==> src/rtl/instr_fetch_queue_if.sv <==
// Fetch-queue bus: instruction-memory read port, issue-side dequeue handshake and redirect.
interface instr_fetch_queue_if #(
  parameter int IW = 16,
  parameter int AW = 4
);
  logic [AW-1:0] imem_addr;
  logic [IW-1:0] imem_data;
  logic          deq_ready;
  logic          deq_valid;
  logic [IW-1:0] deq_instr;
  logic [AW-1:0] deq_pc;
  logic          flush;
  logic [AW-1:0] flush_pc;

  modport master (
    output imem_addr, deq_valid, deq_instr, deq_pc,
    input  imem_data, deq_ready, flush, flush_pc
  );

  modport slave (
    input  imem_addr, deq_valid, deq_instr, deq_pc,
    output imem_data, deq_ready, flush, flush_pc
  );
endinterface

==> src/rtl/instr_fetch_queue.sv <==
// Fetch stage: reads one word per cycle at pc into a circular queue drained in order by issue;
// stops at a halt opcode or the last memory word and restarts on flush.
module instr_fetch_queue #(
  parameter int          QDEPTH  = 4,
  parameter int          IW      = 16,
  parameter int          AW      = 4,
  parameter logic [3:0]  HALT_OP = 4'hF
) (
  input  logic                        clk,
  input  logic                        rst,
  instr_fetch_queue_if.master         bus,
  output logic [$clog2(QDEPTH):0]     iq_count,
  output logic                        iq_full,
  output logic                        iq_empty,
  output logic                        fetch_halted
);
  localparam int PW = $clog2(QDEPTH);
  localparam int CW = PW + 1;

  typedef enum logic {FETCH, HALTED} state_t;

  state_t        state, state_next;
  logic [IW-1:0] instr  [QDEPTH];
  logic [AW-1:0] pc_tag [QDEPTH];
  logic [PW-1:0] head, tail;
  logic [CW-1:0] count;
  logic [AW-1:0] pc;
  logic          enq, deq, halt_hit;

  assign iq_count     = count;
  assign iq_full      = (count == CW'(QDEPTH));
  assign iq_empty     = (count == '0);
  assign fetch_halted = (state == HALTED);

  assign bus.imem_addr = pc;
  assign bus.deq_valid = !bus.flush && !iq_empty;
  assign bus.deq_instr = instr[head];
  assign bus.deq_pc    = pc_tag[head];

  // Flush suppresses both sides of the queue so the redirect cycle is a clean restart.
  assign deq      = bus.deq_valid && bus.deq_ready;
  assign enq      = (state == FETCH) && (!iq_full || deq) && !bus.flush;
  assign halt_hit = (bus.imem_data[IW-1 -: 4] == HALT_OP) || (pc == '1);

  always_ff @(posedge clk or posedge rst) begin
    if (rst) state <= FETCH;
    else     state <= state_next;
  end

  always_comb begin
    state_next = state;
    unique case (state)
      FETCH:  if (bus.flush) state_next = FETCH;
              else if (enq && halt_hit) state_next = HALTED;
      HALTED: if (bus.flush) state_next = FETCH;
      default: state_next = FETCH;
    endcase
  end

  always_ff @(posedge clk or posedge rst) begin
    if (rst) begin
      head  <= '0;
      tail  <= '0;
      count <= '0;
      pc    <= '0;
      for (int unsigned i = 0; i < QDEPTH; i++) begin
        instr[i]  <= '0;
        pc_tag[i] <= '0;
      end
    end else if (bus.flush) begin
      head  <= '0;
      tail  <= '0;
      count <= '0;
      pc    <= bus.flush_pc;
    end else begin
      if (enq) begin
        instr[tail]  <= bus.imem_data;
        pc_tag[tail] <= pc;
        tail         <= tail + 1'b1;
        if (!halt_hit) pc <= pc + 1'b1;
      end
      if (deq) head <= head + 1'b1;
      unique case ({enq, deq})
        2'b10:   count <= count + 1'b1;
        2'b01:   count <= count - 1'b1;
        default: count <= count;
      endcase
    end
  end
endmodule

==> src/flat_wrapper.sv <==
// flat-port wrapper written by rule: the top's interface ports become plain ports
module instr_fetch_queue_flat 
#(
  parameter int          QDEPTH  = 4,
  parameter int          IW      = 16,
  parameter int          AW      = 4,
  parameter logic [3:0]  HALT_OP = 4'hF
)
  (clk, rst, iq_count, iq_full, iq_empty, fetch_halted, bus_imem_addr, bus_deq_valid, bus_deq_instr, bus_deq_pc, bus_imem_data, bus_deq_ready, bus_flush, bus_flush_pc);
  instr_fetch_queue_if #(.IW(IW), .AW(AW)) bus_i ();
  input  logic clk;
  input  logic rst;
  output logic [$clog2(QDEPTH):0] iq_count;
  output logic iq_full;
  output logic iq_empty;
  output logic fetch_halted;
  output wire logic [$bits(bus_i.imem_addr)-1:0] bus_imem_addr;
  output wire logic [$bits(bus_i.deq_valid)-1:0] bus_deq_valid;
  output wire logic [$bits(bus_i.deq_instr)-1:0] bus_deq_instr;
  output wire logic [$bits(bus_i.deq_pc)-1:0] bus_deq_pc;
  input wire logic [$bits(bus_i.imem_data)-1:0] bus_imem_data;
  input wire logic [$bits(bus_i.deq_ready)-1:0] bus_deq_ready;
  input wire logic [$bits(bus_i.flush)-1:0] bus_flush;
  input wire logic [$bits(bus_i.flush_pc)-1:0] bus_flush_pc;
  assign bus_imem_addr = bus_i.imem_addr;
  assign bus_deq_valid = bus_i.deq_valid;
  assign bus_deq_instr = bus_i.deq_instr;
  assign bus_deq_pc = bus_i.deq_pc;
  assign bus_i.imem_data = bus_imem_data;
  assign bus_i.deq_ready = bus_deq_ready;
  assign bus_i.flush = bus_flush;
  assign bus_i.flush_pc = bus_flush_pc;
  instr_fetch_queue #(.QDEPTH(QDEPTH), .IW(IW), .AW(AW), .HALT_OP(HALT_OP)) u_core (.clk(clk), .rst(rst), .bus(bus_i), .iq_count(iq_count), .iq_full(iq_full), .iq_empty(iq_empty), .fetch_halted(fetch_halted));
endmodule
==> config.mk <==
export PLATFORM = sky130hd
export DESIGN_NAME = instr_fetch_queue_flat
export DESIGN_NICKNAME = d
export VERILOG_FILES = /design/src/rtl/instr_fetch_queue_if.sv /design/src/rtl/instr_fetch_queue.sv /design/src/flat_wrapper.sv
export SDC_FILE = /design/constraint.sdc
export NUM_CORES = 1
export LEC_CHECK = 0
export ABC_AREA = 1
export ABC_CLOCK_PERIOD_IN_PS = 3200
export BUFFER_PORTS_ARGS = -buffer_cell sky130_fd_sc_hd__buf_2
export CAP_MARGIN = 20
export CORE_AREA = 2 2 105 107
export CTS_CLUSTER_SIZE = 16
export DETAILED_ROUTE_END_ITERATION = 12
export DIE_AREA = 0 0 107 109
export GPL_TIMING_DRIVEN = 0
export MAX_ROUTING_LAYER = met4
export PLACE_DENSITY = 0.72
export SETUP_SLACK_MARGIN = 0.2
export SYNTH_ARGS = -nofsm -noshare
export SYNTH_HDL_FRONTEND = slang
export SYNTH_SLANG_ARGS = --single-unit
export TNS_END_PERCENT = 5
==> constraint.sdc <==
create_clock -name clk -period 3.2 [get_ports clk]
set_clock_uncertainty 0.05 [all_clocks]
set_input_delay 0.32 -clock clk [delete_from_list [all_inputs] [get_ports clk]]
set_output_delay 0.32 -clock clk [all_outputs]
set_load 0.1 [all_outputs]
=== Yosys cells after proc, flatten, opt, wreduce, memory -nomap -nowiden ===
Index checks and enable logic that the tools add are counted.
W data, S select, Z words.

* Memories: 0
* Latch bits: 0
* Output and inout port bits: 31
* Input port bits: 24
* RAM bits: 0
* Memory bits (read-only): 0
* Bits in registers: 92

* Bitwise gates (word level): 4
* Shift-type cells: 0
* Div/mod/pow operators: 0
* Multiply operators: 0
* Eq/ne operators: 6
* Muxes and demuxes: 25
* Add/sub/neg operators: 5
* Order comparisons: 3
* Reductions and logical operators: 17

{| class="wikitable"
|+ Operators by type and width
! kind !! number
|-
| $bwmux W64 || 1
|-
| $mux W16 || 3
|-
| $bmux W16 S2 || 1
|-
| $demux W16 S2 || 1
|-
| $mux W4 || 6
|-
| $bwmux W16 || 1
|-
| $bmux W4 S2 || 1
|-
| $demux W4 S2 || 1
|-
| $eq A4 B4 Y1 const B || 2
|-
| $mux W2 || 4
|-
| $ge A3 B3 Y1 const B || 2
|-
| $logic_and A1 B1 Y1 || 6
|-
| $not A2 Y3 || 2
|-
| $pmux W3 S2 || 1
|-
| $add A2 B1 Y2 const B || 2
|-
| $add A4 B1 Y4 const B || 1
|-
| $reduce_and A2 Y1 || 2
|-
| $reduce_bool A2 Y1 || 2
|-
| $add A3 B1 Y3 const B || 1
|-
| $eq A3 B3 Y1 const B || 1
|-
| $logic_not A1 Y1 || 3
|-
| $logic_not A3 Y1 || 1
|-
| $lt A3 B1 Y1 const B || 1
|-
| $mux W1 || 3
|-
| 9 further kinds || 11
|}

=== Depth between registers and ports, before layout ===
Gate-level depths: netlist of the first run.

* Depth after elaboration: 11
* Mapped depth: 11
* Gate-level depth less buffers: 10

=== Least setup slack after synthesis of the first run ===
Ideal clock, no wire load.

* Kind: register to output
* From: register u_core.count[0], in the netlist u_core.iq_count[0]
* To: output port bus_deq_valid
* Data required time: 2.830 ns
* Cell stages (with the launch flop): 5
* Slack: -0.240 ns
* Path buffers: 0
* Data arrival time: 3.070 ns
* Cell sequence: dfrtp_1 nor2_1 nand2_1 inv_1 nor2_1

* Word-level cells in the longest chain between the ends: 3

{| class="wikitable"
|+ RTL lines
! what !! line !! text
|-
| start, declared || instr_fetch_queue.sv:26 || <nowiki>logic [CW-1:0] count;</nowiki>
|-
| start signal, assigned || instr_fetch_queue.sv:84 || <nowiki>2'b10: count <= count + 1'b1;</nowiki>
|-
| start signal, assigned || instr_fetch_queue.sv:85 || <nowiki>2'b01: count <= count - 1'b1;</nowiki>
|-
| start signal, assigned || instr_fetch_queue.sv:86 || <nowiki>default: count <= count;</nowiki>
|-
| $logic_not A3 Y1 || instr_fetch_queue.sv:32 || <nowiki>assign iq_empty = (count == '0);</nowiki>
|-
| net iq_empty || flat_wrapper.sv:15 || <nowiki>output logic iq_empty;</nowiki>
|-
| $logic_not A1 Y1 || instr_fetch_queue.sv:36 || <nowiki>assign bus.deq_valid = !bus.flush && !iq_empty;</nowiki>
|-
| $logic_and A1 B1 Y1 || instr_fetch_queue.sv:36 ||
|-
| end, declared || flat_wrapper.sv:18 || <nowiki>output wire logic [$bits(bus_i.deq_valid)-1:0] bus_deq_valid;</nowiki>
|}

The timed path passes the listed nets, and every way through them passes these cells.

=== Final worst setup path of the first run ===
* From: register u_core.head[0]
* To: output port bus_deq_pc[2]

* Word-level cells in the longest chain between the ends: 4

{| class="wikitable"
|+ RTL lines
! what !! line !! text
|-
| start, declared || instr_fetch_queue.sv:25 || <nowiki>logic [PW-1:0] head, tail;</nowiki>
|-
| start signal, assigned || instr_fetch_queue.sv:82 || <nowiki>if (deq) head <= head + 1'b1;</nowiki>
|-
| $not A2 Y3 (not written as such) || instr_fetch_queue.sv:38 || <nowiki>assign bus.deq_pc = pc_tag[head];</nowiki>
|-
| $bmux W4 S2 || instr_fetch_queue.sv:38 ||
|-
| $mux W4 (not written as such) (2 in a row) || instr_fetch_queue.sv:38 ||
|-
| end, declared || flat_wrapper.sv:20 || <nowiki>output wire logic [$bits(bus_i.deq_pc)-1:0] bus_deq_pc;</nowiki>
|}

No other way between the ends. The select of a mux whose other input is x is not followed.

==> impl_metrics.csv, run 1 <==
group,metric,value,unit
floorplan,die_w,107,um
sta,period_minus_slack,2.72,ns
drt,via_per_inst,5.20,
worst_setup_path,end_kind,"primary output",
clocking,cts_tree,"yes",
place,port_buffers,54,
yosys,synth_cell_types,26,
worst_setup_path,crit_type,"flip-flop to primary output",
cells_and_area,instances_no_fill,742,
floorplan,start_util,0.409,
worst_setup_path,critical-path-max-stage-delay,0.48,ns
place,dp_hpwl,7.71,mm
cells_and_area,fin_nets,627,
drt,antenna_left,0,
clocking,path_clk_slew,0.09,ns
cells_and_area,multi_input_area,1780,sq um
drt,wl,11.4,mm
drt,drc,0,
floorplan,std_cell_rows,38,
clocking,clock_latency,0.35,ns
drt,firstDrtPassIters,6,
clocking,cts.path.max_buffers,2,
yosys,yosysSeqAreaShare,0.531,
floorplan,die_area,11700,sq um
floorplan,core_area,10600,sq um
power,power.total,5.65,mW
grt,grt_util_met3,0.0341,
worst_setup_path,startpoint_type,"flip-flop",
min_path,hold_path.class,"input pin to flip-flop",
worst_setup_path,cp_slowest_cell,"clkbuf_1",
worst_setup_path,arrival,2.35,ns
clocking,clock_sinks,92,
grt,antenna_found_initial,0,
sta,timing.final.max_slew_violations,0,
sta,fmax,0.368,GHz
place,gp_congestion,0.848,
job,drv_cap,0,
clocking,htreeDepth,3,
sta,rsz0062_at_grt,"false",
sta,hold_viol,0,
clocking,cts_buffers,9,
sta,fin_crit_sh,0.850,
drt,wl_per_cell,15.4,um
floorplan,io_pins,55,
power,ir_drop,0.680,mV
power,p_leak,2.67,nW
grt,overflow,0,
grt,top_usage_layer,"met2",
grt,use_met1,0.270,
status,status,"finished, final reports clean",
floorplan,fp.dieH,109,um
place,dp_slack,0.907,ns
worst_setup_path,worstPathRequired,2.83,ns
sta,setup_viol,0,
worst_setup_path,crit_chain,"clkbuf_1, clkbuf_1, o21ai_0, o22ai_1, buf_2",
grt,use_met2,0.358,
drt,num_vias,3855,
yosys,synth_cells,530,
power,power_density,1120,nW/um^2
sta,tightest_slew,0.627,ns
sta,max-slew-margin-rel,0.582,
yosys,avgSynthCellArea,8.18,sq um
cells_and_area,drive_above_1_share,0.163,
grt,grt_pass1_vias,3852,
worst_setup_path,cp_max_fo,10,
place,dp.cells,725,
yosys,syn_area,4330,sq um
cells_and_area,syn_to_final_growth,16.7,%
clocking,clockRootBuffer,"clkbuf_8",
cells_and_area,antenna_cells,0,
worst_setup_path,cp_common_cell,"clkbuf_1",
cells_and_area,fillers,1012,
cells_and_area,finish.utilization,0.477,
cells_and_area,seq_area,2300,sq um
sta,worst_slack,0.481,ns
grt,grtUsageTotal,0.216,
grt,grt_max_degree,51,
yosys,synth-seq-cells,92,
drt,drtIter0Drc,334,
yosys,yosysWarnings,0,
grt,grt_pass1_wl,19.0,mm
yosys,syn-num-nets,560,
[flip-flops by register name (all words and copies together), names as in the netlist]
name / cells
u_core.instr: 64
u_core.iq_count: 3
u_core.tail: 2
u_core.fetch_halted: 1
u_core.bus.imem_addr: 4
u_core.pc_tag: 16
u_core.head: 2
[synthesized netlist by cell type]
| library cell | n | area (sq um) |
|---|---|---|
| clkbuf_1 | 15 | 56.3 |
| buf_6 | 7 | 78.8 |
| o21ai_1 | 10 | 50.1 |
| a21oi_1 | 1 | 5.00 |
| o31ai_1 | 2 | 15.0 |
| inv_1 | 18 | 67.6 |
| nor3_1 | 1 | 5.00 |
| nand2_2 | 1 | 6.26 |
| inv_2 | 4 | 15.0 |
| xnor2_1 | 1 | 8.76 |
| nand2_1 | 217 | 815 |
| nor2_8 | 1 | 20.0 |
| nand3_2 | 1 | 10.0 |
| nand3_1 | 10 | 50.1 |
| fa_1 | 1 | 20.0 |
| nor2_1 | 42 | 158 |
| o22ai_1 | 21 | 131 |
| nand2_4 | 5 | 56.3 |
| xor3_1 | 1 | 23.8 |
| buf_2 | 5 | 25.0 |
| nand4_1 | 4 | 25.0 |
| dfrtp_1 | 92 | 2300 |
| o21ai_0 | 61 | 305 |
| ha_1 | 5 | 62.6 |
| clkinv_2 | 2 | 10.0 |
| a31oi_1 | 2 | 12.5 |
[worst max-delay path: cells and delay by family, from the launching register on]
family          cells  cell delay (ns)
compound gates      2             0.43
buf+inv             3             1.22
flops               1             0.33
[power by group]
group / leakage (nW) / internal, mW / switching, mW / total [mW]
combinational: 1.40 / 0.577 / 2.22 / 2.79
sequential: 1.16 / 1.67 / 0.287 / 1.95
clock: 0.116 / 0.505 / 0.397 / 0.902
[placed cells by master (no fill, tap or decap), drive strengths merged]
master and instances:
bufinv 2, nand2 223, buf 67, clkbuf 28, xnor2 1, clkinv 2
ha 5, nor2 43, o21ai 71, o31ai 2, clkinvlp 1, a21oi 1
a31oi 2, o22ai 21, inv 22, fa 1, xor3 1, nor3 1
nand4 4, dlygate4sd3 1, nand3 11, dfrtp 92
[final timing paths]
path	slack, ns	startpoint	cells after the start	end
worst min register to register	0.43	u_core.instr[22]	2	u_core.instr[22]
max in group asynchronous	1.93	rst	4	u_core.instr[25]
min in group asynchronous	0.52	rst	3	u_core.instr[48]
worst max register to register	1.20	u_core.iq_count[0]	8	u_core.iq_count[2]
worst min-delay path	0.16	bus_imem_data[5]	3	u_core.instr[53]
worst max-delay path	0.48	u_core.head[0]	5	bus_deq_pc[2]
[kinds of logic after synthesis]
group,share of synthesized area
flip-flops,0.531
adder cells (fa/ha/maj),0.0191
buffers and inverters,0.0583
XOR/XNOR,0.00751
AND/OR/NAND/NOR,0.264
AO/OA/AOI/OAI,0.120
[metal layers]
metal / share of wire / up-vias
li1: - / 1831
met1: 0.44 / 1863
met2: 0.49 / 140
met3: 0.053 / 21
met4: 0.018 / 0
met5: 0 / -
[final cells by class]
type | count | share of cell area
sequential | 92 | 0.455
inverter | 24 | 0.0188
clock buffer | 13 | 0.0334
timing repair buffer | 56 | 0.0608
multi-input combinational | 387 | 0.352
buffer | 27 | 0.0317
tap | 140 | 0.0346
clock inverter | 3 | 0.0134
[stage by stage]
step | setup TNS (ns) | hold WS, ns | instance area (sq um)
after detailed placement | 0 | 0.374 | 4810
after CTS | 0 | 0.143 | 5060
after floorplan | 0 | 0.380 | 4340
after global routing | 0 | 0.157 | 5060
final | 0 | 0.157 | 5060
after global placement | -54.48 | 0.406 | 4780
[timing repair]
action	4_1_cts	5_1_grt
hold endpoints to repair	42	0
hold buffers	1	0
setup buffers	0	0
gates resized for setup	0	0
Power figures use the tool's default switching activity.
==> inputs of run 2 (changes only) <==
--- a/config.mk
+++ b/config.mk
@@ -6,7 +6,7 @@
 export NUM_CORES = 1
 export LEC_CHECK = 0
 export ABC_AREA = 1
-export ABC_CLOCK_PERIOD_IN_PS = 3200
+export ABC_CLOCK_PERIOD_IN_PS = 2800
 export BUFFER_PORTS_ARGS = -buffer_cell sky130_fd_sc_hd__buf_2
 export CAP_MARGIN = 20
 export CORE_AREA = 2 2 105 107
==> constraint.sdc (replaced) <==
create_clock -name clk -period 2.8 [get_ports clk]
set_clock_uncertainty 0.05 [all_clocks]
set_input_delay 0.28 -clock clk [delete_from_list [all_inputs] [get_ports clk]]
set_output_delay 0.28 -clock clk [all_outputs]
set_load 0.1 [all_outputs]
==> run 2 against run 1 <==
Compared with the run above:
- worst setup slack got worse by 0.26 ns
- worst hold slack got worse by 0.041 ns
- first-iteration DRC count fell by 26%
- combinational power rose by 19%
- register-to-register slack got worse by 0.38 ns
- design area rose by 1.6%
- sequential cell count did not move
- wire length barely moved
- final cell count fell by 0.13%
- sequential power rose by 15%
- critical endpoint is now bus_deq_instr[0]
==> impl_metrics.csv, run 2 (synthesized netlist as in run 1, its figures left out) <==
group,metric,value,unit
power,p_int,3.17,mW
cells_and_area,fin_nets,627,
grt,grtUsageTotal,0.212,
clocking,path_clk_slew,0.10,ns
place,dp_hpwl,7.66,mm
place,port_buffers,54,
floorplan,die_w,107,um
worst_setup_path,end_kind,"primary output",
cells_and_area,multi_input_area,1840,sq um
cells_and_area,drive_above_1_share,0.185,
drt,drtIter0Drc,248,
cells_and_area,mostFrequentLayoutCells,"nand2_1 (217), dfrtp_1 (92), o21ai_0 (61)",
sta,period_minus_slack,2.58,ns
worst_setup_path,cp_max_fo,10,
grt,overflow,0,
worst_setup_path,cp_common_cell,"clkbuf_1",
floorplan,start_util,0.409,
power,power.switching,3.37,mW
grt,grt_max_degree,56,
worst_setup_path,startpoint_type,"flip-flop",
sta,setup_viol,0,
drt,wl_per_cell,15.4,um
drt,antenna_left,0,
sta,rsz0062_at_grt,"true",
grt,antenna_found_initial,0,
cells_and_area,final_common_cell,"nand2_1",
place,gp_congestion,0.828,
clocking,htreeDepth,3,
power,power_density,1270,nW/um^2
power,p_comb_frac,0.506,
sta,hold_viol,0,
cells_and_area,instances_no_fill,741,
job,drv_cap,0,
floorplan,core_area,10600,sq um
drt,firstDrtPassIters,4,
floorplan,std_cell_rows,38,
sta,fin_crit_sh,0.920,
worst_setup_path,crit_type,"flip-flop to primary output",
place,dp.cells,725,
min_path,hold_path.class,"input pin to flip-flop",
worst_setup_path,crit_chain,"clkbuf_1, inv_1, clkbuf_1, o21ai_0, o22ai_1, buf_2",
drt,via_per_inst,5.25,
clocking,cts_buffers,9,
power,p_sw_frac,0.516,
cells_and_area,fillers,992,
worst_setup_path,cp_slowest_cell,"buf_2",
place,dpl_cell_area,4870,sq um
drt,wl,11.4,mm
grt,grt_pass1_wl,18.5,mm
power,ir_drop,0.809,mV
clocking,clock_latency,0.35,ns
sta,timing.final.max_slew_violations,0,
cells_and_area,seq_area,2300,sq um
status,status,"finished, final reports clean",
drt,num_vias,3891,
clocking,cts_tree,"yes",
sta,tightest_slew,0.598,ns
floorplan,die_area,11700,sq um
cells_and_area,final_cell_area,5140,sq um
cells_and_area,antenna_cells,0,
clocking,cts_setup_buffers,0,
grt,grt_pass1_vias,3842,
drt,drc,0,
clocking,clock_sinks,92,
worst_setup_path,critical-path-max-stage-delay,0.45,ns
worst_setup_path,arrival,2.25,ns
worst_setup_path,worstPathRequired,2.47,ns
sta,fmax,0.388,GHz
clocking,cts.path.max_buffers,2,
cells_and_area,syn_to_final_growth,18.6,%
floorplan,fp.dieH,109,um
cells_and_area,largest_reg_flops,64,
power,p_leak,2.70,nW
power,seqPwrFrac,0.342,
clocking,clockRootBuffer,"clkbuf_8",
sta,max-slew-margin-rel,0.601,
cells_and_area,top_register,"u_core.instr",
floorplan,io_pins,55,
power,pwr-share-clk,0.152,
==> run 2: worst max-delay path: cells and delay by family, from the launching register on <==
kind	cells	cell delay [ns]
flops	1	0.37
buf+inv	4	1.21
compound gates	2	0.30
==> run 2: cell type report <==
type	count	area share
plain buffers	27	0.0324
multi-input cells	387	0.357
clock inverters	6	0.0183
well taps	140	0.0341
flip-flops and latches	92	0.448
inverters	24	0.0185
repair buffers	56	0.0672
clock buffers	9	0.0241
==> run 2: timing repair <==
item                                   in CTS  in global routing
endpoints found under the hold margin      37                  0
setup endpoints to repair                  18                 20
hold buffers                                1                  0
resized for setup                           3                 19
==> run 2: per-stage QoR <==
stage                      util  TNS [ns]  setup WS (ns)  total power [mW]  hold slack (ns)
final                     0.485         0          0.223              6.54            0.116
after global routing      0.485         0          0.128              6.89            0.119
after CTS                 0.481         0          0.168              6.48            0.104
after detailed placement  0.459         0          0.507              5.48            0.304
after global placement    0.456    -85.22         -0.929              5.40            0.406
after floorplan               -         0         0.0642              4.88            0.340
==> run 2: path summary, 6_finish.rpt <==
kind,start,to,slack (ns),depth (start not counted)
worst max-delay path,u_core.head[0],bus_deq_instr[0],0.22,6
worst min-delay path,bus_imem_data[1],u_core.instr[1],0.12,3
worst max register to register,u_core.iq_count[0],u_core.iq_count[2],0.82,8
worst min register to register,u_core.instr[44],u_core.instr[44],0.43,2
max in group asynchronous,rst,u_core.instr[42],1.59,4
min in group asynchronous,rst,u_core.instr[32],0.45,3
==> run 2: power by group through the flow <==
stage / Sequential, mW / Clock, mW / Combinational (mW)
after floorplan: 2.36 / 0 / 2.52
after global placement: 2.22 / 0 / 3.18
after detailed placement: 2.24 / 0 / 3.24
after CTS: 2.23 / 1.01 / 3.25
after global routing: 2.30 / 1.06 / 3.53
final: 2.24 / 0.993 / 3.31
==> run 2: per-layer routing <==
layer  part of all wire  wire length (um)  GRT usage
met5                  0                 0          -
met4              0.017               197     0.0761
met3              0.065               740     0.0389
met2               0.49              5580      0.341
met1               0.43              4910      0.270
